**config.mk**
```make
export PLATFORM = sky130hd
export DESIGN_NAME = hypot_iter_flat
export DESIGN_NICKNAME = d
export VERILOG_FILES = /design/src/rtl/hypot_iter_if.sv /design/src/rtl/hypot_iter.sv /design/src/flat_wrapper.sv
export SDC_FILE = /design/constraint.sdc
export NUM_CORES = 1
export LEC_CHECK = 0
export CELL_PAD_IN_SITES_DETAIL_PLACEMENT = 1
export CELL_PAD_IN_SITES_GLOBAL_PLACEMENT = 1
export CORE_ASPECT_RATIO = 1.25
export CORE_UTILIZATION = 38
export CTS_CLUSTER_SIZE = 14
export DETAILED_ROUTE_END_ITERATION = 8
export GPL_TIMING_DRIVEN = 0
export PLACE_DENSITY_LB_ADDON = 0.1
export SLEW_MARGIN = 25
export SYNTH_ARGS = -nofsm -noshare
export SYNTH_HDL_FRONTEND = slang
export SYNTH_SLANG_ARGS = --single-unit
```
**constraint.sdc**
```tcl
create_clock -name clk -period 4.6 [get_ports clk]
set_input_delay 1.38 -clock clk [delete_from_list [all_inputs] [get_ports clk]]
set_output_delay 1.38 -clock clk [all_outputs]
set_load 0.02 [all_outputs]
```
**src/rtl/hypot_iter_if.sv**
```systemverilog
// Handshake bundle for the hypot_iter engine: operand request channel,
// result response channel and the busy status flag.
interface hypot_iter_if #(
    parameter int WIDTH = 8
);
    logic             in_valid;
    logic             in_ready;
    logic [WIDTH-1:0] x;
    logic [WIDTH-1:0] y;
    logic             out_valid;
    logic             out_ready;
    logic [WIDTH:0]   hyp;
    logic             busy;

    modport master (
        output in_valid, x, y, out_ready,
        input  in_ready, out_valid, hyp, busy
    );

    modport slave (
        input  in_valid, x, y, out_ready,
        output in_ready, out_valid, hyp, busy
    );
endinterface

```
**src/rtl/hypot_iter.sv**
```systemverilog
// Multi-cycle hypotenuse engine: floor(sqrt(x*x + y*y)) via shift-add squaring
// and a restoring square root. Define HYPOT_ROUND_EN to round to nearest instead.
module hypot_iter #(
    parameter int WIDTH = 8
) (
    input  logic        clk,
    input  logic        rst_n,
    hypot_iter_if.slave bus
);
    localparam int AW = 2*WIDTH + 2;
    localparam int RW = WIDTH + 3;
    localparam int CW = $clog2(WIDTH + 1);
    localparam logic [CW-1:0] LAST_SQ = CW'(WIDTH - 1);
    localparam logic [CW-1:0] LAST_RT = CW'(WIDTH);
    localparam logic [CW-1:0] CNT_ONE = {{(CW-1){1'b0}}, 1'b1};

`ifdef HYPOT_ROUND_EN
    typedef enum logic [2:0] {
        ST_IDLE  = 3'd0,
        ST_SQX   = 3'd1,
        ST_SQY   = 3'd2,
        ST_ROOT  = 3'd3,
        ST_DONE  = 3'd4,
        ST_ROUND = 3'd5
    } state_t;
`else
    typedef enum logic [2:0] {
        ST_IDLE  = 3'd0,
        ST_SQX   = 3'd1,
        ST_SQY   = 3'd2,
        ST_ROOT  = 3'd3,
        ST_DONE  = 3'd4
    } state_t;
`endif

    state_t           state_r;
    state_t           state_nx_s;
    logic [WIDTH-1:0] op_r;
    logic [WIDTH-1:0] y_r;
    logic [AW-1:0]    mcand_r;
    logic [AW-1:0]    acc_r;
    logic [CW-1:0]    cnt_r;
    logic [RW-1:0]    rem_r;
    logic [WIDTH:0]   root_r;
    logic [WIDTH:0]   hyp_r;
    logic             out_valid_r;
    logic             in_ready_r;
    logic             busy_r;

    logic             accept_s;
    logic             release_s;
    logic [RW+1:0]    shifted_s;
    logic [RW+1:0]    root_sub_s;
    logic [RW+1:0]    trial_s;
    logic             trial_ok_s;
    logic [RW-1:0]    rem_nx_s;
    logic [WIDTH:0]   root_nx_s;
    logic             unused_s;

    assign bus.in_ready  = in_ready_r;
    assign bus.out_valid = out_valid_r;
    assign bus.hyp       = hyp_r;
    assign bus.busy      = busy_r;

    assign accept_s  = (state_r == ST_IDLE) && bus.in_valid && in_ready_r;
    assign release_s = (state_r == ST_DONE) && out_valid_r && bus.out_ready;

    // One restoring root step: bring down the next radicand pair, try subtracting 4*root+1.
    always_comb begin
        shifted_s  = {rem_r, acc_r[AW-1 -: 2]};
        root_sub_s = {2'b00, root_r, 2'b01};
        trial_s    = shifted_s - root_sub_s;
        trial_ok_s = (shifted_s >= root_sub_s);
        if (trial_ok_s) begin
            rem_nx_s = trial_s[RW-1:0];
        end else begin
            rem_nx_s = shifted_s[RW-1:0];
        end
        root_nx_s = {root_r[WIDTH-1:0], trial_ok_s};
    end

    // Remainder stays below 2^(WIDTH+2), so the top bits of the step arithmetic are always zero.
    assign unused_s = ^{shifted_s[RW+1:RW], trial_s[RW+1:RW], root_r[WIDTH]};

    // Next-state selection for the sequencing FSM.
    always_comb begin
        state_nx_s = state_r;
        case (state_r)
            ST_IDLE: begin
                if (accept_s) begin
                    state_nx_s = ST_SQX;
                end else begin
                    state_nx_s = ST_IDLE;
                end
            end
            ST_SQX: begin
                if (cnt_r == LAST_SQ) begin
                    state_nx_s = ST_SQY;
                end else begin
                    state_nx_s = ST_SQX;
                end
            end
            ST_SQY: begin
                if (cnt_r == LAST_SQ) begin
                    state_nx_s = ST_ROOT;
                end else begin
                    state_nx_s = ST_SQY;
                end
            end
            ST_ROOT: begin
                if (cnt_r == LAST_RT) begin
`ifdef HYPOT_ROUND_EN
                    state_nx_s = ST_ROUND;
`else
                    state_nx_s = ST_DONE;
`endif
                end else begin
                    state_nx_s = ST_ROOT;
                end
            end
`ifdef HYPOT_ROUND_EN
            ST_ROUND: begin
                state_nx_s = ST_DONE;
            end
`endif
            ST_DONE: begin
                if (release_s) begin
                    state_nx_s = ST_IDLE;
                end else begin
                    state_nx_s = ST_DONE;
                end
            end
            default: begin
                state_nx_s = ST_IDLE;
            end
        endcase
    end

    // FSM state register.
    always_ff @(posedge clk or negedge rst_n) begin
        if (!rst_n) begin
            state_r <= ST_IDLE;
        end else begin
            state_r <= state_nx_s;
        end
    end

    // Datapath: operand latch, squaring accumulator, root iteration and result register.
    always_ff @(posedge clk or negedge rst_n) begin
        if (!rst_n) begin
            op_r        <= '0;
            y_r         <= '0;
            mcand_r     <= '0;
            acc_r       <= '0;
            cnt_r       <= '0;
            rem_r       <= '0;
            root_r      <= '0;
            hyp_r       <= '0;
            out_valid_r <= 1'b0;
            in_ready_r  <= 1'b1;
            busy_r      <= 1'b0;
        end else begin
            case (state_r)
                ST_IDLE: begin
                    if (accept_s) begin
                        op_r    <= bus.x;
                        y_r     <= bus.y;
                        mcand_r <= {{(AW-WIDTH){1'b0}}, bus.x};
                        acc_r   <= '0;
                        cnt_r   <= '0;
                        rem_r   <= '0;
                        root_r  <= '0;
                    end
                end
                ST_SQX, ST_SQY: begin
                    // op_r walks the multiplier bits LSB first while mcand_r tracks operand << step.
                    if (op_r[0]) begin
                        acc_r <= acc_r + mcand_r;
                    end
                    if (cnt_r == LAST_SQ) begin
                        cnt_r   <= '0;
                        op_r    <= y_r;
                        mcand_r <= {{(AW-WIDTH){1'b0}}, y_r};
                    end else begin
                        cnt_r   <= cnt_r + CNT_ONE;
                        op_r    <= op_r >> 1;
                        mcand_r <= mcand_r << 1;
                    end
                end
                ST_ROOT: begin
                    acc_r  <= acc_r << 2;
                    rem_r  <= rem_nx_s;
                    root_r <= root_nx_s;
                    if (cnt_r == LAST_RT) begin
                        cnt_r <= '0;
`ifndef HYPOT_ROUND_EN
                        hyp_r       <= root_nx_s;
                        out_valid_r <= 1'b1;
`endif
                    end else begin
                        cnt_r <= cnt_r + CNT_ONE;
                    end
                end
`ifdef HYPOT_ROUND_EN
                ST_ROUND: begin
                    // sqrt(N) >= root + 1/2 exactly when the integer remainder exceeds root.
                    if (rem_r > {2'b00, root_r}) begin
                        hyp_r <= root_r + {{WIDTH{1'b0}}, 1'b1};
                    end else begin
                        hyp_r <= root_r;
                    end
                    out_valid_r <= 1'b1;
                end
`endif
                ST_DONE: begin
                    if (release_s) begin
                        out_valid_r <= 1'b0;
                    end
                end
                default: begin
                    out_valid_r <= 1'b0;
                end
            endcase
            in_ready_r <= (state_nx_s == ST_IDLE);
            busy_r     <= (state_nx_s != ST_IDLE);
        end
    end
endmodule

```
**src/flat_wrapper.sv**
```systemverilog
// flat-port wrapper written by rule: the top's interface ports become plain ports
module hypot_iter_flat 
#(
    parameter int WIDTH = 8
)
  (clk, rst_n, bus_in_valid, bus_x, bus_y, bus_out_ready, bus_in_ready, bus_out_valid, bus_hyp, bus_busy);
  hypot_iter_if #(.WIDTH(WIDTH)) bus_i ();
  input  logic clk;
  input  logic rst_n;
  input wire logic [$bits(bus_i.in_valid)-1:0] bus_in_valid;
  input wire logic [$bits(bus_i.x)-1:0] bus_x;
  input wire logic [$bits(bus_i.y)-1:0] bus_y;
  input wire logic [$bits(bus_i.out_ready)-1:0] bus_out_ready;
  output wire logic [$bits(bus_i.in_ready)-1:0] bus_in_ready;
  output wire logic [$bits(bus_i.out_valid)-1:0] bus_out_valid;
  output wire logic [$bits(bus_i.hyp)-1:0] bus_hyp;
  output wire logic [$bits(bus_i.busy)-1:0] bus_busy;
  assign bus_i.in_valid = bus_in_valid;
  assign bus_i.x = bus_x;
  assign bus_i.y = bus_y;
  assign bus_i.out_ready = bus_out_ready;
  assign bus_in_ready = bus_i.in_ready;
  assign bus_out_valid = bus_i.out_valid;
  assign bus_hyp = bus_i.hyp;
  assign bus_busy = bus_i.busy;
  hypot_iter #(.WIDTH(WIDTH)) u_core (.clk(clk), .rst_n(rst_n), .bus(bus_i));
endmodule
```
==> flow_summary.toml <==
[floorplanning]
die-area_um2 = 14400
rows = 47
coreArea_um2 = 13400
die-height_um = 134
io_pins = 32
start_util = 0.395
chipWidth_um = 108

[placement]
dp.cells = 777
gp_congestion = 0.787
dp_hpwl_um = 10800
io_buffers = 31

[grt]
grt_pass1_vias = 4741
grt_max_degree = 74
grt_pass1_wl_um = 24200
grt_util_all_layers = 0.219
grt_antenna_before_repair = 0
grt.overflow.total = 0

[cells_and_area]
final_cell_mix = "dfrtp_1, nor2_1, nand2_1"
areaGrowthSynthToFinish_pct = 15.7
antenna_cells = 0
stdcell_count = 793
final_common_cell = "dfrtp_1"
layout-drive-gt1-share = 0.0868
nNetsFinal = 668
n_fill_cell = 1554

[clock_network]
cts-root-buf = "clkbuf_16"
clockBufferDepth = 2
cts_resized = 0
cts_sinks = 91
clkLatencyLatePin_ps = 350
cts_max_level = 3
cts_hold_buf = 0
cts_made_buffers = 9
tritoncts = "yes"
postCtsSetupRepairBufs = 0
cts.clk_slew.worst_paths_ps = 70

[sta]
fin_crit_sh = 0.748
hold_viol_final = 0
setup_viol = 0
report.final.slew_viol_count = 0
slew_headroom = 0.363
tightestPinTransition_ps = 948
max_freq_ghz = 0.291
rsz0062_at_grt = "false"
fin_setup_tns_ps = 0
fin_crit_ps = 3440
skew_ps = 7.64

[detailed_routing]
num_vias = 4459
via_per_inst = 5.62
ant_nets = 0
drc_errors = 0
drt_iter0_drc = 174
wl_um = 14600
detail_route.first_pass.iterations = 4
wl_per_cell_um = 18.5

[synth]
synthMuxAreaShare = 0.0478
synth_area_um2 = 5290
synth-seq-cells = 91
synth_edf_count = 0
synth_cells = 574
syn_avg_cell_area_um2 = 9.22
yosys_most_used_dff = "dfrtp_1"
synth_warnings = 0
yosysSeqAreaShare = 0.431
synthArstFlopShare = 1.00
synth_fa_ha_area_frac = 0.0747
synth_cell_types = 61
synth-simple-area-share = 0.190
synth_top_family_by_area = "simple AND/OR/NAND/NOR gates"
synthXorXnorAreaFrac = 0.0331
synth-compound-area-share = 0.188
synth_fp_nets = 625

[critical_path]
start_kind = "primary input"
critPathKind = "in -> reg"
crit_required_ps = 4890
cp-end-kind = "flop"
crit_fanout = 10
cp_data_arrival_time_ps = 3730

[power_and_ir_drop]
p_per_area_nw_per_um2 = 843
p_leak_uw = 0.00274
peakVddDrop_mv = 0.363

[run_status]
outcome = "finished, final reports clean"

[hold_path]
hp-class = "reg -> reg"

[run]
maxCapViolCount = 0
==> cell usage after synthesis, drive strengths merged (2+ instances only) <==
| library cell | n | area (µm²) |
|---|---|---|
| inv | 20 | 75.1 |
| nand4b | 2 | 17.5 |
| mux2i | 14 | 140 |
| nor2 | 75 | 284 |
| a21oi | 34 | 181 |
| a22oi | 4 | 30.0 |
| buf | 8 | 43.8 |
| nand2b | 2 | 12.5 |
| a21o | 10 | 75.1 |
| or2 | 2 | 12.5 |
| dfrtp | 90 | 2250 |
| nand3 | 40 | 200 |
| mux2 | 10 | 113 |
| ha | 30 | 375 |
| a221o | 4 | 40.0 |
| or3 | 5 | 31.3 |
| clkbuf | 19 | 71.3 |
| a221oi | 11 | 103 |
| a211oi | 3 | 22.5 |
| o21bai | 2 | 15.0 |
| o211ai | 2 | 15.0 |
| nor2b | 7 | 58.8 |
| o21ai | 37 | 204 |
| nand2 | 63 | 236 |
| and3 | 6 | 37.5 |
| o21a | 4 | 30.0 |
| a31oi | 7 | 43.8 |
| xnor2 | 15 | 131 |
| a2111oi | 2 | 17.5 |
| nor3 | 7 | 40.0 |
| xor2 | 5 | 43.8 |
| a22o | 11 | 96.3 |
| o31ai | 5 | 42.5 |
==> report_power, final <==
group	switching (µW)	total, µW	internal [µW]
clock network	342	712	370
registers	270	1400	1130
logic	1800	3050	1250
total	2410	5160	2750
==> critical path, stage by stage <==
cell and delay, ps:
clkdlybuf4s50_1 460, nand2_1 170, nor2_1 150, a211oi_1 70, nor3_1 780, clkbuf_1 490
nand3_1 130, nand2_1 90
==> metrics by stage <==
step | instance area [µm²] | total power (µW) | utilization | hold WS [ps] | worst slack [ps]
after floorplan | 5290 | 3650 | - | 445 | 1910
after global placement | 5810 | 4350 | 0.434 | 462 | -1460
after detailed placement | 5850 | 4470 | 0.436 | 468 | 802
after CTS | 6120 | 5210 | 0.457 | 490 | 1160
after global routing | 6120 | 5600 | 0.457 | 510 | 935
final | 6120 | 5160 | 0.457 | 489 | 1160
==> sequential cells by signal, indices dropped and copies added, names as in the netlist <==
register,count
u_core.acc_r,18
u_core.bus.busy,1
u_core.bus.hyp,9
u_core.bus.in_ready,1
u_core.bus.out_valid,1
u_core.cnt_r,4
u_core.mcand_r,18
u_core.op_r,8
u_core.rem_r,11
u_core.root_r,9
u_core.state_r,3
u_core.y_r,8
==> final timing paths <==
path | startpoint | to | slack (ps) | depth (start not counted)
min in group asynchronous | rst_n | u_core.acc_r[16] | 870 | 1
worst min register to register | u_core.y_r[2] | u_core.y_r[2] | 490 | 2
worst min-delay path | u_core.y_r[2] | u_core.y_r[2] | 490 | 2
worst max-delay path | bus_in_valid | u_core.acc_r[0] | 1160 | 8
max in group asynchronous | rst_n | u_core.bus.in_ready | 3070 | 2
worst max register to register | u_core.mcand_r[0] | u_core.acc_r[14] | 1940 | 11
==> per-layer routing <==
layer / GRT usage / up-vias / share of wire
li1: - / 2141 / -
met1: 0.269 / 2239 / 0.44
met2: 0.387 / 56 / 0.51
met3: 0.0267 / 23 / 0.021
met4: 0.0830 / 0 / 0.025
met5: 0 / - / 0
==> logic make-up (layout without fill, tap and decap cells) <==
group | count (synthesis) | in the layout
flip-flops | 91 | 91
multiplexers | 24 | 24
AO/OA/AOI/OAI | 144 | 144
buffers and inverters | 47 | 95
AND/OR/NAND/NOR | 217 | 217
XOR/XNOR | 20 | 20
adder cells (fa/ha/maj) | 31 | 31
==> area by class of cell <==
type | count | area (µm²) | area share
multi-input combinational | 436 | 2830 | 0.462
sequential | 91 | 2280 | 0.372
timing repair buffer | 32 | 339 | 0.0554
clock buffer | 11 | 233 | 0.0380
tap | 171 | 214 | 0.0349
buffer | 27 | 115 | 0.0188
inverter | 20 | 75.1 | 0.0123
clock inverter | 5 | 37.5 | 0.00613
(Power assumes the default switching activity.)
